`src/rtl/spi_slave.sv`:
```
// SPI slave endpoint. The SPI pins are oversampled in the clk domain, so
// all four CPOL/CPHA modes are handled by edge detection on the synchronised
// sck. Received words are presented with a one-cycle rx_valid strobe, and
// the next transmit word is accepted through a single-entry tx buffer.
module spi_slave #(
  parameter int DATA_WIDTH  = 8,
  parameter int SYNC_STAGES = 2
) (
  input  logic                  clk,
  input  logic                  rst,
  input  logic                  cpol,
  input  logic                  cpha,
  input  logic                  sck,
  input  logic                  ss,
  input  logic                  mosi,
  output logic                  miso,
  input  logic [DATA_WIDTH-1:0] tx_data,
  input  logic                  tx_load,
  output logic                  tx_ready,
  output logic [DATA_WIDTH-1:0] rx_data,
  output logic                  rx_valid,
  output logic                  busy
);

  localparam int CW = (DATA_WIDTH > 2) ? $clog2(DATA_WIDTH) : 1;

  localparam logic [0:0] ST_IDLE   = 1'b0;
  localparam logic [0:0] ST_ACTIVE = 1'b1;

  localparam logic [CW-1:0] IDX_MSB  = CW'(DATA_WIDTH - 1);
  localparam logic [CW-1:0] IDX_PEN  = CW'(DATA_WIDTH - 2);
  localparam logic [CW-1:0] IDX_ZERO = CW'(0);
  localparam logic [CW-1:0] IDX_ONE  = CW'(1);

  // Synchroniser chains and the one-cycle-delayed copies used for edge detection
  logic [SYNC_STAGES-1:0] sck_sync_q;
  logic [SYNC_STAGES-1:0] ss_sync_q;
  logic [SYNC_STAGES-1:0] mosi_sync_q;
  logic                   sck_prev_q;
  logic                   ss_prev_q;

  logic sck_s;
  logic ss_s;
  logic mosi_s;

  // Protocol state
  logic [0:0]            state_q,    state_d;
  logic                  cpol_q,     cpol_d;
  logic                  cpha_q,     cpha_d;
  logic [DATA_WIDTH-1:0] tx_shift_q, tx_shift_d;
  logic [CW-1:0]         tx_idx_q,   tx_idx_d;
  logic [DATA_WIDTH-1:0] rx_shift_q, rx_shift_d;
  logic [CW-1:0]         bit_cnt_q,  bit_cnt_d;
  logic                  miso_q,     miso_d;
  logic [DATA_WIDTH-1:0] rx_data_q,  rx_data_d;
  logic                  rx_valid_q, rx_valid_d;
  logic [DATA_WIDTH-1:0] tx_buf_q,   tx_buf_d;
  logic                  tx_ready_q, tx_ready_d;

  // Edge events and helpers
  logic                  lead_s;
  logic                  trail_s;
  logic                  sample_s;
  logic                  drive_s;
  logic                  ss_fall_s;
  logic                  ss_rise_s;
  logic                  consume_s;
  logic [DATA_WIDTH-1:0] next_word_s;
  logic [DATA_WIDTH-1:0] rx_word_s;

  assign sck_s  = sck_sync_q[SYNC_STAGES-1];
  assign ss_s   = ss_sync_q[SYNC_STAGES-1];
  assign mosi_s = mosi_sync_q[SYNC_STAGES-1];

  // Bring the asynchronous SPI pins into the clk domain
  always_ff @(posedge clk or posedge rst) begin
    if (rst) begin
      sck_sync_q  <= {SYNC_STAGES{1'b0}};
      ss_sync_q   <= {SYNC_STAGES{1'b0}};
      mosi_sync_q <= {SYNC_STAGES{1'b0}};
      sck_prev_q  <= 1'b0;
      ss_prev_q   <= 1'b0;
    end else begin
      sck_sync_q  <= {sck_sync_q[SYNC_STAGES-2:0], sck};
      ss_sync_q   <= {ss_sync_q[SYNC_STAGES-2:0], ss};
      mosi_sync_q <= {mosi_sync_q[SYNC_STAGES-2:0], mosi};
      sck_prev_q  <= sck_s;
      ss_prev_q   <= ss_s;
    end
  end

  // Classify sck transitions relative to the idle level latched at ss fall
  always_comb begin
    lead_s    = (sck_prev_q == cpol_q) && (sck_s != cpol_q);
    trail_s   = (sck_prev_q != cpol_q) && (sck_s == cpol_q);
    sample_s  = cpha_q ? trail_s : lead_s;
    drive_s   = cpha_q ? lead_s  : trail_s;
    ss_fall_s = ss_prev_q & ~ss_s;
    ss_rise_s = ~ss_prev_q & ss_s;
    // An empty buffer at word start transmits all zeros
    next_word_s = tx_ready_q ? {DATA_WIDTH{1'b0}} : tx_buf_q;
    rx_word_s   = {rx_shift_q[DATA_WIDTH-2:0], mosi_s};
  end

  // Next-state logic for the transfer FSM, shifters and tx buffer
  always_comb begin
    state_d    = state_q;
    cpol_d     = cpol_q;
    cpha_d     = cpha_q;
    tx_shift_d = tx_shift_q;
    tx_idx_d   = tx_idx_q;
    rx_shift_d = rx_shift_q;
    bit_cnt_d  = bit_cnt_q;
    miso_d     = miso_q;
    rx_data_d  = rx_data_q;
    rx_valid_d = 1'b0;
    tx_buf_d   = tx_buf_q;
    tx_ready_d = tx_ready_q;
    consume_s  = 1'b0;

    case (state_q)
      ST_IDLE: begin
        miso_d = 1'b0;
        if (ss_fall_s) begin
          state_d    = ST_ACTIVE;
          cpol_d     = cpol;
          cpha_d     = cpha;
          tx_shift_d = next_word_s;
          consume_s  = 1'b1;
          bit_cnt_d  = IDX_ZERO;
          rx_shift_d = {DATA_WIDTH{1'b0}};
          if (cpha) begin
            tx_idx_d = IDX_MSB;
          end else begin
            // Leading edge samples, so the MSB must already be on the wire
            miso_d   = next_word_s[DATA_WIDTH-1];
            tx_idx_d = IDX_PEN;
          end
        end else begin
          state_d = ST_IDLE;
        end
      end

      ST_ACTIVE: begin
        if (ss_rise_s) begin
          // Abort: partial word dropped, consumed tx word is lost
          state_d    = ST_IDLE;
          miso_d     = 1'b0;
          bit_cnt_d  = IDX_ZERO;
          rx_shift_d = {DATA_WIDTH{1'b0}};
        end else begin
          if (drive_s) begin
            miso_d   = tx_shift_q[tx_idx_q];
            tx_idx_d = tx_idx_q - IDX_ONE;
          end else begin
            tx_idx_d = tx_idx_q;
          end
          if (sample_s) begin
            rx_shift_d = rx_word_s;
            if (bit_cnt_q == IDX_MSB) begin
              // Word complete; the next word starts with no gap
              rx_data_d  = rx_word_s;
              rx_valid_d = 1'b1;
              bit_cnt_d  = IDX_ZERO;
              tx_idx_d   = IDX_MSB;
              tx_shift_d = next_word_s;
              consume_s  = 1'b1;
            end else begin
              bit_cnt_d = bit_cnt_q + IDX_ONE;
            end
          end else begin
            bit_cnt_d = bit_cnt_q;
          end
        end
      end

      default: begin
        state_d = ST_IDLE;
        miso_d  = 1'b0;
      end
    endcase

    // A load in the same cycle as a word start lands after the start has
    // taken the (empty) buffer, so it is not lost
    if (tx_load && tx_ready_q) begin
      tx_buf_d   = tx_data;
      tx_ready_d = 1'b0;
    end else if (consume_s) begin
      tx_ready_d = 1'b1;
    end else begin
      tx_ready_d = tx_ready_q;
    end
  end

  // Register all protocol state
  always_ff @(posedge clk or posedge rst) begin
    if (rst) begin
      state_q    <= ST_IDLE;
      cpol_q     <= 1'b0;
      cpha_q     <= 1'b0;
      tx_shift_q <= {DATA_WIDTH{1'b0}};
      tx_idx_q   <= IDX_ZERO;
      rx_shift_q <= {DATA_WIDTH{1'b0}};
      bit_cnt_q  <= IDX_ZERO;
      miso_q     <= 1'b0;
      rx_data_q  <= {DATA_WIDTH{1'b0}};
      rx_valid_q <= 1'b0;
      tx_buf_q   <= {DATA_WIDTH{1'b0}};
      tx_ready_q <= 1'b1;
    end else begin
      state_q    <= state_d;
      cpol_q     <= cpol_d;
      cpha_q     <= cpha_d;
      tx_shift_q <= tx_shift_d;
      tx_idx_q   <= tx_idx_d;
      rx_shift_q <= rx_shift_d;
      bit_cnt_q  <= bit_cnt_d;
      miso_q     <= miso_d;
      rx_data_q  <= rx_data_d;
      rx_valid_q <= rx_valid_d;
      tx_buf_q   <= tx_buf_d;
      tx_ready_q <= tx_ready_d;
    end
  end

  assign miso     = miso_q;
  assign rx_data  = rx_data_q;
  assign rx_valid = rx_valid_q;
  assign tx_ready = tx_ready_q;
  assign busy     = (state_q == ST_ACTIVE);

endmodule

```
`config.mk`:
```
export PLATFORM = sky130hd
export DESIGN_NAME = spi_slave
export DESIGN_NICKNAME = d
export VERILOG_FILES = /design/src/rtl/spi_slave.sv
export SDC_FILE = /design/constraint.sdc
export NUM_CORES = 1
export LEC_CHECK = 0
export ABC_AREA = 1
export BUFFER_PORTS_ARGS = -buffer_cell sky130_fd_sc_hd__buf_2
export CAP_MARGIN = 10
export CORE_MARGIN = 2
export CORE_UTILIZATION = 57
export CTS_CLUSTER_DIAMETER = 60
export DETAILED_ROUTE_END_ITERATION = 12
export PLACE_DENSITY = 0.79
export SKIP_CTS_REPAIR_TIMING = 1
export SLEW_MARGIN = 15
export SYNTH_ARGS = -nofsm -noshare
export SYNTH_HDL_FRONTEND = slang
export SYNTH_SLANG_ARGS = --single-unit
```
`constraint.sdc`:
```
create_clock -name clk -period 2.6 [get_ports clk]
set_clock_uncertainty 0.2 [all_clocks]
set_input_delay 0.65 -clock clk [delete_from_list [all_inputs] [get_ports clk]]
set_output_delay 0.65 -clock clk [all_outputs]
set_load 0.02 [all_outputs]
```
# [After elaboration in Yosys (flattened, before gate mapping)]
# Cells that the tools add are included.
[totals] ff_bits=51 latchBits=0 mem_bits_rw=0 mem_bits_ro=0 inputBits=16 out_inout_bits=12 wordCells=87 n_memories=0
[classes] n_addsub=2 n_mul=0 div_mod_pow=0 magnitude_cmp=1 eq_ne=11 n_shift=0 n_mux=41 n_bitwise=6 reduce_logical=9
[op_table] operator="$mux 8" count=5
[op_table] operator="$mux 3" count=9
[op_table] operator="$mux 7" count=3
[op_table] operator="$mux 1" count=16
[op_table] operator="$pmux 8 s2" count=1
[op_table] operator="$pmux 7 s2" count=1
[op_table] operator="$pmux 3 s2" count=2
[op_table] operator="$reduce_and 4->1" count=2
[op_table] operator="$ne 3x1->1 const B" count=2
[op_table] operator="$pmux 1 s2" count=3
[op_table] operator="$reduce_and 2->1" count=3
[op_table] operator="$lt 3x4->1 const B" count=1
[op_table] operator="$ne 2x1->1 const B" count=2
[op_table] operator="$ne 2x2->1 const B" count=2
[op_table] operator="$not 1->1" count=4
[op_table] operator="$add 3x1->3 const B" count=1
[op_table] operator="$bmux 1 s3" count=1
[op_table] operator="$eq 3x3->1 const B" count=1
[op_table] operator="$logic_and 1x1->1" count=3
[op_table] operator="$sub 3x1->3 const B" count=1
[op_table] operator="$and 1x1->1" count=2
[op_table] operator="$eq 1x1->1" count=2
[op_table] operator="$ne 1x1->1" count=2
[op_table] operator="$reduce_bool 2->1" count=1

# [Depth between registers and ports, before layout]
[logic_depth] word_depth=8 mapped_depth=9

# [Least setup slack after synthesis]
# No wires, ideal clock.
[synth_path] kind="register to register" from="register bit_cnt_q[0]" to="register tx_idx_q[1]" setup_time_ns=0.128 arrival_time_ns=1.300 t_required_ns=2.272 setup_slack_ns=0.972 stages_incl_launch_ff=8 n_path_buf=1 path_cell_list="dfrtp_1 -> ha_1 -> ha_1 -> nand3_4 -> nand2_4 -> nand2_8 -> buf_12 -> o211ai_2"
[synth_between] elab_chain_cells=5
[synth_rtl] element="from (decl)" line_no="53" text="logic [CW-1:0] bit_cnt_q, bit_cnt_d;"
[synth_rtl] element="from (signal assigned)" line_no="217" text="bit_cnt_q <= bit_cnt_d;"
[synth_rtl] element="$eq 3x3->1" line_no="160" text="if (bit_cnt_q == IDX_MSB) begin"
[synth_rtl] element="$mux 3" line_no="160"
[synth_rtl] element="$mux 3" line_no="158" text="if (sample_s) begin"
[synth_rtl] element="$mux 3" line_no="145" text="if (ss_rise_s) begin"
[synth_rtl] element="$pmux 3 s2" line_no="121" text="case (state_q)"
[synth_rtl] element="to (signal assigned)" line_no="215" text="tx_idx_q <= tx_idx_d;"
[synth_rtl] element="to (decl)" line_no="51" text="logic [CW-1:0] tx_idx_q, tx_idx_d;"
# Every way passes these cells. The select of a mux whose other input is x is not followed.
# A chain may end at the register's enable or synchronous reset.

# [Worst setup path in the final report]
[layout_path] from="register tx_ready_q, in the netlist tx_ready" to="output port tx_ready"
[layout_rtl] element="from (decl)" line_no="58" text="logic tx_ready_q, tx_ready_d;"
[layout_rtl] element="from (signal assigned)" line_no="222" text="tx_ready_q <= tx_ready_d;"
[layout_rtl] element="to (decl)" line_no="19" text="output logic tx_ready,"
# No word-level cell between the ends.

==> impl_metrics.py <==
metrics = {
    "cts": {
        "cts_htree_levels": 2,
        "cts-root-buf": "clkbuf_8",
        "cts_buffers": 5,
        "cts_tree": "done",
        "clkTransAtPathRegs_ns": 0.09,
        "cts_buffer_depth": 2,
        "cts.sinks": 51,
        "clock_latency_ns": 0.30,
    },
    "synthesis": {
        "synthSimpleGateAreaFrac": 0.2755,
        "synth_compound_area_frac": 0.08533,
        "async_reset_ff_frac": 1.000,
        "synth-edff-count": 0,
        "yosys.area_share.xor_xnor": 0,
        "ys_types": 26,
        "synthAdderAreaFrac": 0.01673,
        "syn_area_sq_mm": 0.002243,
        "synth_mux_area_frac": 0,
        "syn-num-nets": 260,
        "ys_ff_latch": 51,
        "yosys_warnings": 0,
        "yosysTopAreaCellShare": 0.5577,
        "netlist_instances": 241,
        "synth_ff_type": "dfrtp_1",
        "syn_area_per_cell_sq_um": 9.309,
        "synth_top_family_by_area": "simple AND/OR/NAND/NOR gates",
        "ys_seq_area_frac": 0.5694,
        "yosys-top-cells-area": "dfrtp_1 56%, nand2_1 16%, o21ai_0 3.8%",
        "yosysTopAreaCell": "dfrtp_1",
    },
    "critical_path": {
        "start_kind": "register",
        "cp_max_fo": 4,
        "r2r_setup_slack_ns": 0.78,
        "critPathArrivalTime_ns": 1.03,
        "rr_endpoint": "rx_shift_q[5]",
        "crit_chain": "buf_2",
        "path_class": "reg -> out",
        "worst_r2r_path_depth": 7,
        "crit_path_top_delay_cell": "dfstp_2",
        "cp_num_buf_inv": 1,
        "cp-end-kind": "output port",
        "cpLargestDelayFamily": "flip-flops",
        "r2r_start": "sck_sync_q[1]",
        "cpPeakStageDelay_ns": 0.56,
        "worstPathRequired_ns": 1.75,
    },
    "floorplan": {
        "die_area_sq_mm": 0.004454,
        "core_sq_mm": 0.003716,
        "die_h_um": 66.74,
        "start_util": 0.6037,
        "rows": 22,
        "pin_count": 28,
        "die_x_um": 66.74,
    },
    "cells_and_area": {
        "area_delta_synth_final_pct": 11.60,
        "final_common_cell": "nand2_1",
        "fillCellCount": 315,
        "final_cell_mix": "97 x nand2_1, 50 x dfrtp_1, 27 x buf_2",
        "post-route-util": 0.6737,
        "diodes": 0,
        "instances_no_fill": 321,
        "drive_gt1_frac": 0.2308,
        "nets": 291,
    },
    "detailed_routing": {
        "via_count": 1596,
        "wl_um": 3581,
        "routed_via_density": 4.972,
        "drc_errors": 0,
        "wl_per_cell_um": 11.16,
        "drt-initial-drc-count": 114,
        "dr.pass1.iters": 4,
        "ant_nets": 0,
    },
    "grt": {
        "grt-busiest-layer": "met2",
        "grt_pass1_wl_um": 6458,
        "grt_overflow": 0,
        "grt.met3_usage": 0.05574,
        "track_usage": 0.1928,
        "grt_max_degree": 27,
        "grt_pass1_vias": 1547,
        "grt_util_met1": 0.2184,
        "antenna_found_initial": 0,
        "use_met2": 0.3475,
    },
    "placed_design": {
        "dp_hpwl_um": 2639,
        "gp_congestion": 0.8059,
        "port_buffers": 27,
        "place_inst": 313,
    },
    "timing": {
        "layout_min_cycle_time_ns": 1.877,
        "rsz0062_at_grt": "no",
        "worst_pin_slew_ns": 0.5567,
        "max_slew_margin": 0.6284,
        "fin_setup_tns_ns": 0,
        "finalCritPeriodShare": 0.7221,
        "setup-violations-final": 0,
        "drv_slew": 0,
        "hold_viol": 0,
        "max_clock_freq_mhz": 532.7,
    },
    "min_path": {
        "hold_end": "sck_sync_q[1]",
        "holdCritStartpoint": "sck_sync_q[0]",
        "hold_path.class": "reg -> reg",
        "hold_path_depth": 0,
    },
    "pwr": {
        "ir_worst_vdd_v": 0.0006421,
        "leakagePower_uw": 0.001308,
        "power.density_mw_per_mm2": 817.7,
    },
    "flow_run": {
        "maxCapViolCount": 0,
    },
    "run_status": {
        "status": "finished, final reports clean",
    },
}
cell type report:
| class | count | area, sq um | area share |
|---|---|---|---|
| Inverter | 20 | 76.32 | 0.03048 |
| Multi-Input combinational cell | 166 | 847.1 | 0.3383 |
| Tap cell | 48 | 60.06 | 0.02399 |
| Timing Repair Buffer | 28 | 155.1 | 0.06197 |
| Sequential cell | 51 | 1277 | 0.5102 |
| Clock inverter | 3 | 18.77 | 0.007496 |
| Clock buffer | 5 | 68.82 | 0.02749 |
worst max path at each step:
stage / end / start / slack, ns / cells after the start
global placement: tx_buf_q[7] / tx_load / 0.81 / 5
detailed placement: tx_buf_q[7] / tx_load / 0.76 / 5
finish: tx_ready / tx_ready / 0.72 / 1
CTS: tx_ready / tx_ready / 0.71 / 1
floorplan: bit_cnt_q[0] / rst / 0.52 / 1
global route: bit_cnt_q[2] / sck_sync_q[1] / 0.55 / 8
stage by stage:
| step | setup WS [ns] | total power [uW] | hold WS [ns] | instance area [sq um] |
|---|---|---|---|---|
| after detailed placement | 0.7643 | 1625 | 0.1347 | 2416 |
| after floorplan | 0.5221 | 1517 | 0.1312 | 2243 |
| after global placement | 0.8112 | 1603 | 0.1323 | 2416 |
| final | 0.7227 | 2047 | 0.1547 | 2504 |
| after global routing | 0.5508 | 2227 | 0.1682 | 2504 |
| after CTS | 0.7082 | 2079 | 0.1559 | 2504 |
sequential cells by signal (all words and copies together), names as in the netlist, 3 cells and up:
name        count
rx_data         8
bit_cnt_q       3
tx_buf_q        8
tx_idx_q        3
tx_shift_q      8
rx_shift_q      7
metal layers:
metal,up-vias,share of wire
li1,822,-
met1,744,0.44
met2,25,0.50
met3,5,0.039
met4,0,0.015
met5,-,0
report_power, final:
part	internal [uW]	leakage [uW]	total [uW]	switching [uW]
logic	195	0.000606	525	329
clock network	190	0.0000483	448	258
registers	967	0.000654	1070	108
cells by family after synthesis:
family,Yosys count
and+or+nand+nor,133
DFF,51
AOI/OAI and AO/OA,30
adders and majority gates,3
buffers and inverters,24
cells in the mapped netlist, types with 2 or more instances:
master   instances
buf_4            3
dfrtp_1         50
ha_1             3
inv_1           16
inv_2            2
nand2_1         97
nand2_2          2
nand2_4          2
nand3_1         13
nand3_2          5
nor2_1           8
o21ai_0         17
o21ai_1          5
o21ai_2          6
No activity file was read; power rests on OpenSTA's default activity.
